<file path="src/rtl/sram_axi_bridge_if.sv">
// Signal bundle between the CPU-side SRAM strobe interface, the bridge and a
// single-beat AXI3 slave.
//
// Modports:
//   master - the bridge: consumes CPU strobes and AXI responses, drives the
//            completion pulses, read data and all AXI request channels.
//   slave  - the environment: drives CPU strobes and AXI responses, observes
//            the rest.
interface sram_axi_bridge_if;
    // CPU-side SRAM strobes and completions
    logic [31:0] inst_addr;
    logic        inst_ren;
    logic        inst_valid;
    logic [31:0] inst_rd;
    logic [31:0] data_addr;
    logic        data_ren;
    logic [3:0]  data_wen;
    logic [31:0] data_wdata;
    logic        data_valid;
    logic [31:0] data_rd;

    // AXI read address / read data
    logic [3:0]  arid;
    logic [31:0] araddr;
    logic [3:0]  arlen;
    logic [2:0]  arsize;
    logic [1:0]  arburst;
    logic        arvalid;
    logic        arready;
    logic [3:0]  rid;
    logic [31:0] rdata;
    logic [1:0]  rresp;
    logic        rlast;
    logic        rvalid;
    logic        rready;

    // AXI write address / write data / write response
    logic [3:0]  awid;
    logic [31:0] awaddr;
    logic [3:0]  awlen;
    logic [2:0]  awsize;
    logic [1:0]  awburst;
    logic        awvalid;
    logic        awready;
    logic [3:0]  wid;
    logic [31:0] wdata;
    logic [3:0]  wstrb;
    logic        wlast;
    logic        wvalid;
    logic        wready;
    logic [3:0]  bid;
    logic [1:0]  bresp;
    logic        bvalid;
    logic        bready;

    modport master (
        input  inst_addr, inst_ren, data_addr, data_ren, data_wen, data_wdata,
        input  arready, rid, rdata, rresp, rlast, rvalid,
        input  awready, wready, bid, bresp, bvalid,
        output inst_valid, inst_rd, data_valid, data_rd,
        output arid, araddr, arlen, arsize, arburst, arvalid, rready,
        output awid, awaddr, awlen, awsize, awburst, awvalid,
        output wid, wdata, wstrb, wlast, wvalid, bready
    );

    modport slave (
        output inst_addr, inst_ren, data_addr, data_ren, data_wen, data_wdata,
        output arready, rid, rdata, rresp, rlast, rvalid,
        output awready, wready, bid, bresp, bvalid,
        input  inst_valid, inst_rd, data_valid, data_rd,
        input  arid, araddr, arlen, arsize, arburst, arvalid, rready,
        input  awid, awaddr, awlen, awsize, awburst, awvalid,
        input  wid, wdata, wstrb, wlast, wvalid, bready
    );
endinterface

</file>
<file path="src/rtl/sram_axi_bridge.sv">
// Bridge from single-cycle CPU SRAM strobes (inst read, data read, data write)
// to single-beat AXI3 master transactions, one outstanding at a time.
//
// Ports:
//   clk  - system clock
//   rst  - synchronous reset, active low
//   bus  - sram_axi_bridge_if.master: CPU strobes/completions and the AXI port
//
// Strobes are parked in one-deep pending slots; from IDLE the highest-priority
// slot (data write > data read > inst read) is launched. kseg0/kseg1 virtual
// addresses are folded onto physical space at launch.
module sram_axi_bridge #(
    parameter logic [3:0] INST_ID = 4'd0,
    parameter logic [3:0] DATA_ID = 4'd1
) (
    input logic               clk,
    input logic               rst,
    sram_axi_bridge_if.master bus
);

    typedef enum logic [2:0] {
        StIdle,
        StRdAddr,
        StRdData,
        StWrReq,
        StWrResp
    } state_e;

    state_e      r_state, w_state_nxt;

    // Pending slots
    logic        r_inst_pend, w_inst_pend_nxt;
    logic [31:0] r_inst_addr, w_inst_addr_nxt;
    logic        r_dr_pend, w_dr_pend_nxt;
    logic [31:0] r_dr_addr, w_dr_addr_nxt;
    logic        r_dw_pend, w_dw_pend_nxt;
    logic [31:0] r_dw_addr, w_dw_addr_nxt;
    logic [3:0]  r_dw_wen, w_dw_wen_nxt;
    logic [31:0] r_dw_wdata, w_dw_wdata_nxt;

    // Source of the read in flight; steers rdata, independent of rid
    logic        r_src_inst, w_src_inst_nxt;

    logic        r_arvalid, w_arvalid_nxt;
    logic [3:0]  r_arid, w_arid_nxt;
    logic [31:0] r_araddr, w_araddr_nxt;
    logic        r_awvalid, w_awvalid_nxt;
    logic [31:0] r_awaddr, w_awaddr_nxt;
    logic        r_wvalid, w_wvalid_nxt;
    logic [31:0] r_wdata, w_wdata_nxt;
    logic [3:0]  r_wstrb, w_wstrb_nxt;
    logic        r_aw_done, w_aw_done_nxt;
    logic        r_w_done, w_w_done_nxt;

    logic        r_inst_valid, w_inst_valid_nxt;
    logic        r_data_valid, w_data_valid_nxt;
    logic [31:0] r_inst_rd, w_inst_rd_nxt;
    logic [31:0] r_data_rd, w_data_rd_nxt;

    logic        w_take_inst, w_take_dr, w_take_dw;
    logic        w_aw_hs, w_w_hs;

    // Response IDs, response codes and rlast carry no information here
    logic        w_unused;
    assign w_unused = ^{bus.rid, bus.rresp, bus.rlast, bus.bid, bus.bresp};

    // kseg0 (100) and kseg1 (101) both fold onto the low 512 MB
    function automatic logic [31:0] map_addr(input logic [31:0] addr);
        map_addr = (addr[31:30] == 2'b10) ? {3'b000, addr[28:0]} : addr;
    endfunction

    assign w_aw_hs = r_awvalid & bus.awready;
    assign w_w_hs  = r_wvalid & bus.wready;

    always_comb begin
        w_state_nxt      = r_state;
        w_src_inst_nxt   = r_src_inst;
        w_arvalid_nxt    = r_arvalid;
        w_arid_nxt       = r_arid;
        w_araddr_nxt     = r_araddr;
        w_awvalid_nxt    = r_awvalid;
        w_awaddr_nxt     = r_awaddr;
        w_wvalid_nxt     = r_wvalid;
        w_wdata_nxt      = r_wdata;
        w_wstrb_nxt      = r_wstrb;
        w_aw_done_nxt    = r_aw_done;
        w_w_done_nxt     = r_w_done;
        w_inst_valid_nxt = 1'b0;
        w_data_valid_nxt = 1'b0;
        w_inst_rd_nxt    = r_inst_rd;
        w_data_rd_nxt    = r_data_rd;
        w_take_inst      = 1'b0;
        w_take_dr        = 1'b0;
        w_take_dw        = 1'b0;

        unique case (r_state)
            StIdle: begin
                if (r_dw_pend) begin
                    w_take_dw     = 1'b1;
                    w_state_nxt   = StWrReq;
                    w_awvalid_nxt = 1'b1;
                    w_wvalid_nxt  = 1'b1;
                    w_awaddr_nxt  = map_addr(r_dw_addr);
                    w_wdata_nxt   = r_dw_wdata;
                    w_wstrb_nxt   = r_dw_wen;
                    w_aw_done_nxt = 1'b0;
                    w_w_done_nxt  = 1'b0;
                end else if (r_dr_pend) begin
                    w_take_dr      = 1'b1;
                    w_state_nxt    = StRdAddr;
                    w_arvalid_nxt  = 1'b1;
                    w_arid_nxt     = DATA_ID;
                    w_araddr_nxt   = map_addr(r_dr_addr);
                    w_src_inst_nxt = 1'b0;
                end else if (r_inst_pend) begin
                    w_take_inst    = 1'b1;
                    w_state_nxt    = StRdAddr;
                    w_arvalid_nxt  = 1'b1;
                    w_arid_nxt     = INST_ID;
                    w_araddr_nxt   = map_addr(r_inst_addr);
                    w_src_inst_nxt = 1'b1;
                end
            end
            StRdAddr: begin
                if (bus.arready) begin
                    w_arvalid_nxt = 1'b0;
                    w_state_nxt   = StRdData;
                end
            end
            StRdData: begin
                if (bus.rvalid) begin
                    w_state_nxt = StIdle;
                    if (r_src_inst) begin
                        w_inst_rd_nxt    = bus.rdata;
                        w_inst_valid_nxt = 1'b1;
                    end else begin
                        w_data_rd_nxt    = bus.rdata;
                        w_data_valid_nxt = 1'b1;
                    end
                end
            end
            StWrReq: begin
                // AW and W retire independently, in any order
                w_aw_done_nxt = r_aw_done | w_aw_hs;
                w_w_done_nxt  = r_w_done | w_w_hs;
                if (w_aw_hs) w_awvalid_nxt = 1'b0;
                if (w_w_hs) w_wvalid_nxt = 1'b0;
                if (w_aw_done_nxt && w_w_done_nxt) w_state_nxt = StWrResp;
            end
            StWrResp: begin
                if (bus.bvalid) begin
                    w_state_nxt      = StIdle;
                    w_data_valid_nxt = 1'b1;
                end
            end
            default: w_state_nxt = StIdle;
        endcase

        // Slot update: a launch frees the slot, a fresh strobe (re)fills it
        w_inst_pend_nxt = r_inst_pend & ~w_take_inst;
        w_inst_addr_nxt = r_inst_addr;
        if (bus.inst_ren) begin
            w_inst_pend_nxt = 1'b1;
            w_inst_addr_nxt = bus.inst_addr;
        end

        w_dr_pend_nxt  = r_dr_pend & ~w_take_dr;
        w_dr_addr_nxt  = r_dr_addr;
        w_dw_pend_nxt  = r_dw_pend & ~w_take_dw;
        w_dw_addr_nxt  = r_dw_addr;
        w_dw_wen_nxt   = r_dw_wen;
        w_dw_wdata_nxt = r_dw_wdata;
        // A write strobe wins over a simultaneous read strobe
        if (|bus.data_wen) begin
            w_dw_pend_nxt  = 1'b1;
            w_dw_addr_nxt  = bus.data_addr;
            w_dw_wen_nxt   = bus.data_wen;
            w_dw_wdata_nxt = bus.data_wdata;
        end else if (bus.data_ren) begin
            w_dr_pend_nxt = 1'b1;
            w_dr_addr_nxt = bus.data_addr;
        end
    end

    always_ff @(posedge clk) begin
        if (!rst) begin
            r_state      <= StIdle;
            r_inst_pend  <= 1'b0;
            r_inst_addr  <= '0;
            r_dr_pend    <= 1'b0;
            r_dr_addr    <= '0;
            r_dw_pend    <= 1'b0;
            r_dw_addr    <= '0;
            r_dw_wen     <= '0;
            r_dw_wdata   <= '0;
            r_src_inst   <= 1'b0;
            r_arvalid    <= 1'b0;
            r_arid       <= '0;
            r_araddr     <= '0;
            r_awvalid    <= 1'b0;
            r_awaddr     <= '0;
            r_wvalid     <= 1'b0;
            r_wdata      <= '0;
            r_wstrb      <= '0;
            r_aw_done    <= 1'b0;
            r_w_done     <= 1'b0;
            r_inst_valid <= 1'b0;
            r_data_valid <= 1'b0;
            r_inst_rd    <= '0;
            r_data_rd    <= '0;
        end else begin
            r_state      <= w_state_nxt;
            r_inst_pend  <= w_inst_pend_nxt;
            r_inst_addr  <= w_inst_addr_nxt;
            r_dr_pend    <= w_dr_pend_nxt;
            r_dr_addr    <= w_dr_addr_nxt;
            r_dw_pend    <= w_dw_pend_nxt;
            r_dw_addr    <= w_dw_addr_nxt;
            r_dw_wen     <= w_dw_wen_nxt;
            r_dw_wdata   <= w_dw_wdata_nxt;
            r_src_inst   <= w_src_inst_nxt;
            r_arvalid    <= w_arvalid_nxt;
            r_arid       <= w_arid_nxt;
            r_araddr     <= w_araddr_nxt;
            r_awvalid    <= w_awvalid_nxt;
            r_awaddr     <= w_awaddr_nxt;
            r_wvalid     <= w_wvalid_nxt;
            r_wdata      <= w_wdata_nxt;
            r_wstrb      <= w_wstrb_nxt;
            r_aw_done    <= w_aw_done_nxt;
            r_w_done     <= w_w_done_nxt;
            r_inst_valid <= w_inst_valid_nxt;
            r_data_valid <= w_data_valid_nxt;
            r_inst_rd    <= w_inst_rd_nxt;
            r_data_rd    <= w_data_rd_nxt;
        end
    end

    assign bus.inst_valid = r_inst_valid;
    assign bus.inst_rd    = r_inst_rd;
    assign bus.data_valid = r_data_valid;
    assign bus.data_rd    = r_data_rd;

    assign bus.arid    = r_arid;
    assign bus.araddr  = r_araddr;
    assign bus.arlen   = 4'd0;
    assign bus.arsize  = 3'b010;
    assign bus.arburst = 2'b01;
    assign bus.arvalid = r_arvalid;
    assign bus.rready  = (r_state == StRdData);

    assign bus.awid    = DATA_ID;
    assign bus.awaddr  = r_awaddr;
    assign bus.awlen   = 4'd0;
    assign bus.awsize  = 3'b010;
    assign bus.awburst = 2'b01;
    assign bus.awvalid = r_awvalid;
    assign bus.wid     = DATA_ID;
    assign bus.wdata   = r_wdata;
    assign bus.wstrb   = r_wstrb;
    assign bus.wlast   = 1'b1;
    assign bus.wvalid  = r_wvalid;
    assign bus.bready  = (r_state == StWrResp);

endmodule

</file>
<file path="src/flat_wrapper.sv">
// flat-port wrapper written by rule: the top's interface ports become plain ports
module sram_axi_bridge_flat 
#(
    parameter logic [3:0] INST_ID = 4'd0,
    parameter logic [3:0] DATA_ID = 4'd1
)
  (clk, rst, bus_inst_addr, bus_inst_ren, bus_data_addr, bus_data_ren, bus_data_wen, bus_data_wdata, bus_arready, bus_rid, bus_rdata, bus_rresp, bus_rlast, bus_rvalid, bus_awready, bus_wready, bus_bid, bus_bresp, bus_bvalid, bus_inst_valid, bus_inst_rd, bus_data_valid, bus_data_rd, bus_arid, bus_araddr, bus_arlen, bus_arsize, bus_arburst, bus_arvalid, bus_rready, bus_awid, bus_awaddr, bus_awlen, bus_awsize, bus_awburst, bus_awvalid, bus_wid, bus_wdata, bus_wstrb, bus_wlast, bus_wvalid, bus_bready);
  sram_axi_bridge_if bus_i ();
  input logic clk;
  input logic rst;
  input wire logic [$bits(bus_i.inst_addr)-1:0] bus_inst_addr;
  input wire logic [$bits(bus_i.inst_ren)-1:0] bus_inst_ren;
  input wire logic [$bits(bus_i.data_addr)-1:0] bus_data_addr;
  input wire logic [$bits(bus_i.data_ren)-1:0] bus_data_ren;
  input wire logic [$bits(bus_i.data_wen)-1:0] bus_data_wen;
  input wire logic [$bits(bus_i.data_wdata)-1:0] bus_data_wdata;
  input wire logic [$bits(bus_i.arready)-1:0] bus_arready;
  input wire logic [$bits(bus_i.rid)-1:0] bus_rid;
  input wire logic [$bits(bus_i.rdata)-1:0] bus_rdata;
  input wire logic [$bits(bus_i.rresp)-1:0] bus_rresp;
  input wire logic [$bits(bus_i.rlast)-1:0] bus_rlast;
  input wire logic [$bits(bus_i.rvalid)-1:0] bus_rvalid;
  input wire logic [$bits(bus_i.awready)-1:0] bus_awready;
  input wire logic [$bits(bus_i.wready)-1:0] bus_wready;
  input wire logic [$bits(bus_i.bid)-1:0] bus_bid;
  input wire logic [$bits(bus_i.bresp)-1:0] bus_bresp;
  input wire logic [$bits(bus_i.bvalid)-1:0] bus_bvalid;
  output wire logic [$bits(bus_i.inst_valid)-1:0] bus_inst_valid;
  output wire logic [$bits(bus_i.inst_rd)-1:0] bus_inst_rd;
  output wire logic [$bits(bus_i.data_valid)-1:0] bus_data_valid;
  output wire logic [$bits(bus_i.data_rd)-1:0] bus_data_rd;
  output wire logic [$bits(bus_i.arid)-1:0] bus_arid;
  output wire logic [$bits(bus_i.araddr)-1:0] bus_araddr;
  output wire logic [$bits(bus_i.arlen)-1:0] bus_arlen;
  output wire logic [$bits(bus_i.arsize)-1:0] bus_arsize;
  output wire logic [$bits(bus_i.arburst)-1:0] bus_arburst;
  output wire logic [$bits(bus_i.arvalid)-1:0] bus_arvalid;
  output wire logic [$bits(bus_i.rready)-1:0] bus_rready;
  output wire logic [$bits(bus_i.awid)-1:0] bus_awid;
  output wire logic [$bits(bus_i.awaddr)-1:0] bus_awaddr;
  output wire logic [$bits(bus_i.awlen)-1:0] bus_awlen;
  output wire logic [$bits(bus_i.awsize)-1:0] bus_awsize;
  output wire logic [$bits(bus_i.awburst)-1:0] bus_awburst;
  output wire logic [$bits(bus_i.awvalid)-1:0] bus_awvalid;
  output wire logic [$bits(bus_i.wid)-1:0] bus_wid;
  output wire logic [$bits(bus_i.wdata)-1:0] bus_wdata;
  output wire logic [$bits(bus_i.wstrb)-1:0] bus_wstrb;
  output wire logic [$bits(bus_i.wlast)-1:0] bus_wlast;
  output wire logic [$bits(bus_i.wvalid)-1:0] bus_wvalid;
  output wire logic [$bits(bus_i.bready)-1:0] bus_bready;
  assign bus_i.inst_addr = bus_inst_addr;
  assign bus_i.inst_ren = bus_inst_ren;
  assign bus_i.data_addr = bus_data_addr;
  assign bus_i.data_ren = bus_data_ren;
  assign bus_i.data_wen = bus_data_wen;
  assign bus_i.data_wdata = bus_data_wdata;
  assign bus_i.arready = bus_arready;
  assign bus_i.rid = bus_rid;
  assign bus_i.rdata = bus_rdata;
  assign bus_i.rresp = bus_rresp;
  assign bus_i.rlast = bus_rlast;
  assign bus_i.rvalid = bus_rvalid;
  assign bus_i.awready = bus_awready;
  assign bus_i.wready = bus_wready;
  assign bus_i.bid = bus_bid;
  assign bus_i.bresp = bus_bresp;
  assign bus_i.bvalid = bus_bvalid;
  assign bus_inst_valid = bus_i.inst_valid;
  assign bus_inst_rd = bus_i.inst_rd;
  assign bus_data_valid = bus_i.data_valid;
  assign bus_data_rd = bus_i.data_rd;
  assign bus_arid = bus_i.arid;
  assign bus_araddr = bus_i.araddr;
  assign bus_arlen = bus_i.arlen;
  assign bus_arsize = bus_i.arsize;
  assign bus_arburst = bus_i.arburst;
  assign bus_arvalid = bus_i.arvalid;
  assign bus_rready = bus_i.rready;
  assign bus_awid = bus_i.awid;
  assign bus_awaddr = bus_i.awaddr;
  assign bus_awlen = bus_i.awlen;
  assign bus_awsize = bus_i.awsize;
  assign bus_awburst = bus_i.awburst;
  assign bus_awvalid = bus_i.awvalid;
  assign bus_wid = bus_i.wid;
  assign bus_wdata = bus_i.wdata;
  assign bus_wstrb = bus_i.wstrb;
  assign bus_wlast = bus_i.wlast;
  assign bus_wvalid = bus_i.wvalid;
  assign bus_bready = bus_i.bready;
  sram_axi_bridge #(.INST_ID(INST_ID), .DATA_ID(DATA_ID)) u_core (.clk(clk), .rst(rst), .bus(bus_i));
endmodule
</file>
<file path="config.mk">
export PLATFORM = sky130hd
export DESIGN_NAME = sram_axi_bridge_flat
export DESIGN_NICKNAME = d
export VERILOG_FILES = /design/src/rtl/sram_axi_bridge_if.sv /design/src/rtl/sram_axi_bridge.sv /design/src/flat_wrapper.sv
export SDC_FILE = /design/constraint.sdc
export NUM_CORES = 1
export LEC_CHECK = 0
export BUFFER_PORTS_ARGS = -buffer_cell sky130_fd_sc_hd__buf_2
export CAP_MARGIN = 40
export CORE_ASPECT_RATIO = 0.5
export CORE_MARGIN = 2
export CORE_UTILIZATION = 51
export CTS_CLUSTER_SIZE = 30
export DETAILED_ROUTE_END_ITERATION = 10
export PLACE_DENSITY = 0.79
export SLEW_MARGIN = 20
export SYNTH_ARGS = -nofsm -noshare
export SYNTH_HDL_FRONTEND = slang
export SYNTH_SLANG_ARGS = --single-unit
export TNS_END_PERCENT = 100
</file>
<file path="constraint.sdc">
create_clock -name clk -period 1.83 [get_ports clk]
set_input_delay 0.183 -clock clk [delete_from_list [all_inputs] [get_ports clk]]
set_output_delay 0.183 -clock clk [all_outputs]
set_load 0.005 [all_outputs]
</file>
==> key figures <==
Power and ir drop
  • Comb pwr share: 16.9%
  • Part of the power in registers: 46.9%
  • Clock group share of total power: 36.2%
  • P per Cell Area: 1000 mW/mm²
  • Final Power: 16.0 mW
  • Power Internal: 11.7 mW
  • Sw power: 4.34 mW
  • Leakage Power: 6.78 nW
  • Worst vdd ir: 0.666 mV
  • Sw frac: 27.1%

Place
  • Hpwl dp: 21200 µm
  • Gpl congestion: 0.841
  • Place WS: 0.0693 ns
  • Port Buffers: 312

Worst setup path
  • Buf/Inv on CP: 2
  • Worst Setup SP: u_core.r_state[2]
  • Kind of end point of the critical path: primary output
  • Reg-to-reg startpoint: u_core.r_state[1]
  • Cells along the critical path: buf_4, nor3b_2, buf_2
  • WS Path Type: reg2out
  • Data required, critical path: 1.65 ns
  • CP max FO: 7
  • Delay-heaviest family, CP: flip-flops
  • Crit path largest cell delay: 0.43 ns
  • Slowest CP cell: dfxtp_1
  • Critical Path AT: 1.60 ns
  • Type of origin of the critical path: flip-flop

Logic synthesis
  • Sequential cell area fraction in the yosys report: 52.1%
  • Synthesized area per cell: 8.91 µm²
  • Cell Area, Synth: 0.0119 mm²
  • Mapped Cells: 1341
  • Register bit total from synthesis: 311
  • Async S/R FF share, synth: 0%
  • Synth unique cells: 38
  • YS warnings: 0
  • Post-synth EDFFs: 0
  • Synth Flop Type: dfxtp_1

Global route
  • First-pass GRT wire length: 53600 µm
  • Vias in the first global route: 10.8k
  • Final global-route overflow total: 0
  • All-Layer GR Usage: 26.7%
  • Pin count of the biggest net entering global routing: 84
  • Antenna violations before repair: 1

STA
  • Max Freq: 0.562 GHz
  • Slew headroom: 66.9%
  • Worst-Margin Slew: 0.493 ns
  • Setup ws final: 0.0508 ns
  • Layout Skew: 0.0205 ns
  • # setup viols final: 0
  • Final Max Slew Viols: 0
  • Final hold slack: 0.0237 ns
  • Tmin final: 1.78 ns
  • Unrepaired setup endpoints after global routing: false
  • Final Hold Viols: 0
  • Setup_tns: 0 ns
  • Fin crit share: 97.2%

Routing
  • Iteration-0 DRC Markers: 930
  • WL met2: 16400 µm
  • DRC Markers: 0
  • Met1 Wirelength: 14200 µm
  • Final ANT Viol Nets: 0
  • Vias per cell: 5.17
  • Drt pass-1 iters: 6
  • Avg WL per Cell: 16.4 µm
  • Top sig layer: met4
  • Via count: 10.7k
  • Post-Route WL: 33900 µm
  • Length of routed met3 wiring: 2070 µm

CTS
  • Clock sinks: 311
  • Num CTS Buffers: 27
  • CTS tree: done
  • Clk slew on worst S/H paths: 0.07 ns
  • CTS H-tree depth: 1
  • Root Driver: clkbuf_16
  • Bufs on Longest Clock Path: 3
  • Skew-Pair Late Insertion Delay: 0.55 ns
  • Total setup buffers inserted after CTS: 0

Min path
  • Hold path start: rst
  • Hold Path Class: in2reg

Layout
  • Fillers: 1659
  • Share of layout cells above drive strength 1: 22.6%
  • Area grow syn2layout: 33.5%
  • Nets: 1898

Outcome
  • Run status: finished clean

Die
  • Initial Util: 52.2%
  • Die Wd: 220 µm
  • Die Y-Extent: 112 µm
  • # rows: 39
  • Core area: 0.0229 mm²
  • Full die area: 0.0247 mm²
  • I/O Pins: 356

Job
  • Max-cap viol count: 0
[worst register-to-register path: stages, from the launching register on]
cell	delay, ns
dfxtp_1	0.51
nor3_1	0.10
buf_4	0.15
nand2_2	0.08
buf_6	0.37
nand2_1	0.14
a21boi_0	0.28
[synthesized netlist by cell type, types with 5 or more instances]
library cell | number | area [µm²]
buf_2 | 27 | 135
dfxtp_1 | 311 | 6230
a222oi_1 | 30 | 300
a21oi_1 | 12 | 60.1
nor2b_1 | 71 | 444
buf_4 | 36 | 270
a21boi_1 | 14 | 105
a21boi_0 | 218 | 1640
nor2_1 | 5 | 18.8
nand2_1 | 467 | 1750
buf_6 | 5 | 56.3
mux2i_1 | 34 | 340
clkbuf_1 | 66 | 248
[logic make-up after synthesis]
group / share of synthesized area, %
multiplexers: 2.85
AND/OR/NAND/NOR: 20.6
flip-flops: 52.1
AO/OA/AOI/OAI: 18.4
other: 0.0629
buffers and inverters: 6.00
[worst paths after layout]
kind                                               end  slack (ns)  cells after the start
worst min-delay path            u_core.r_inst_addr[29]        0.02                      2
worst max-delay path                        bus_bready        0.05                      3
worst min register to register      u_core.bus.arvalid        0.45                      2
worst max register to register    u_core.bus.wdata[16]        0.10                      6
[registers in the layout (all words and copies together), names as in the netlist, 32 cells and up]
signal	cells
u_core.r_dw_addr	32
u_core.r_dr_addr	32
u_core.bus.awaddr	32
u_core.bus.araddr	32
u_core.r_inst_addr	32
u_core.bus.inst_rd	32
u_core.bus.wdata	32
u_core.bus.data_rd	32
u_core.r_dw_wdata	32
[per-layer routing]
metal  global-route usage, %  vias up
met5                       0        -
met4                    10.9        0
met3                    5.91       96
met2                    46.2      375
met1                    32.3     5087
li1                        -     5160
[repair_timing]
item	4_1_cts	5_1_grt
gates resized for setup	1	3
endpoints found under the hold margin	201	0
endpoints found under the setup margin	1	31
hold buffers	135	0
pin swaps	0	1
[final cells by class]
cell class / count / area, µm² / share of cell area [%]
clock inverter: 10 / 106 / 0.667
inverter: 2 / 7.51 / 0.0471
clock buffer: 39 / 781 / 4.89
multi-input combinational: 922 / 5120 / 32.1
tap: 307 / 384 / 2.41
sequential: 311 / 6230 / 39.0
timing repair buffer: 480 / 3320 / 20.8
antenna: 1 / 2.50 / 0.0157
[power by group through the flow]
stage | logic, mW | clock network (mW) | registers (mW)
6_report | 2.71 | 5.79 | 7.51
5_1_grt | 2.96 | 6.19 | 7.56
4_1_cts | 2.66 | 5.89 | 7.50
3_5_place_dp | 2.42 | 0 | 7.65
3_3_place_gp | 2.34 | 0 | 7.62
2_1_floorplan | 1.45 | 0 | 7.62
[cell usage in the layout, fill, tap and decap left out, types with 3 or more instances in the layout]
cell type / n
nand3_1: 4
nand2b_1: 4
buf_12: 12
nor2b_1: 71
dlygate4sd3_1: 135
buf_4: 20
a32oi_1: 3
conb_1: 30
dfxtp_1: 310
clkbuf_8: 6
clkinv_2: 6
nand2_1: 466
clkbuf_16: 27
mux2i_1: 34
a21boi_1: 14
a21boi_0: 218
clkbuf_1: 6
nor2_1: 5
buf_2: 311
nor3b_1: 3
a222oi_1: 30
a21oi_1: 12
and2_1: 3
[through the flow]
step           std cells  instance area [µm²]  utilization (%)
4_1_cts             2071                15900             69.6
3_5_place_dp        1887                13700             59.8
2_1_floorplan       1369                12100                -
6_report            2072                16000             69.7
3_3_place_gp        1887                13700             59.8
5_1_grt             2072                16000             69.7
No activity file was read; power rests on OpenSTA's default activity.
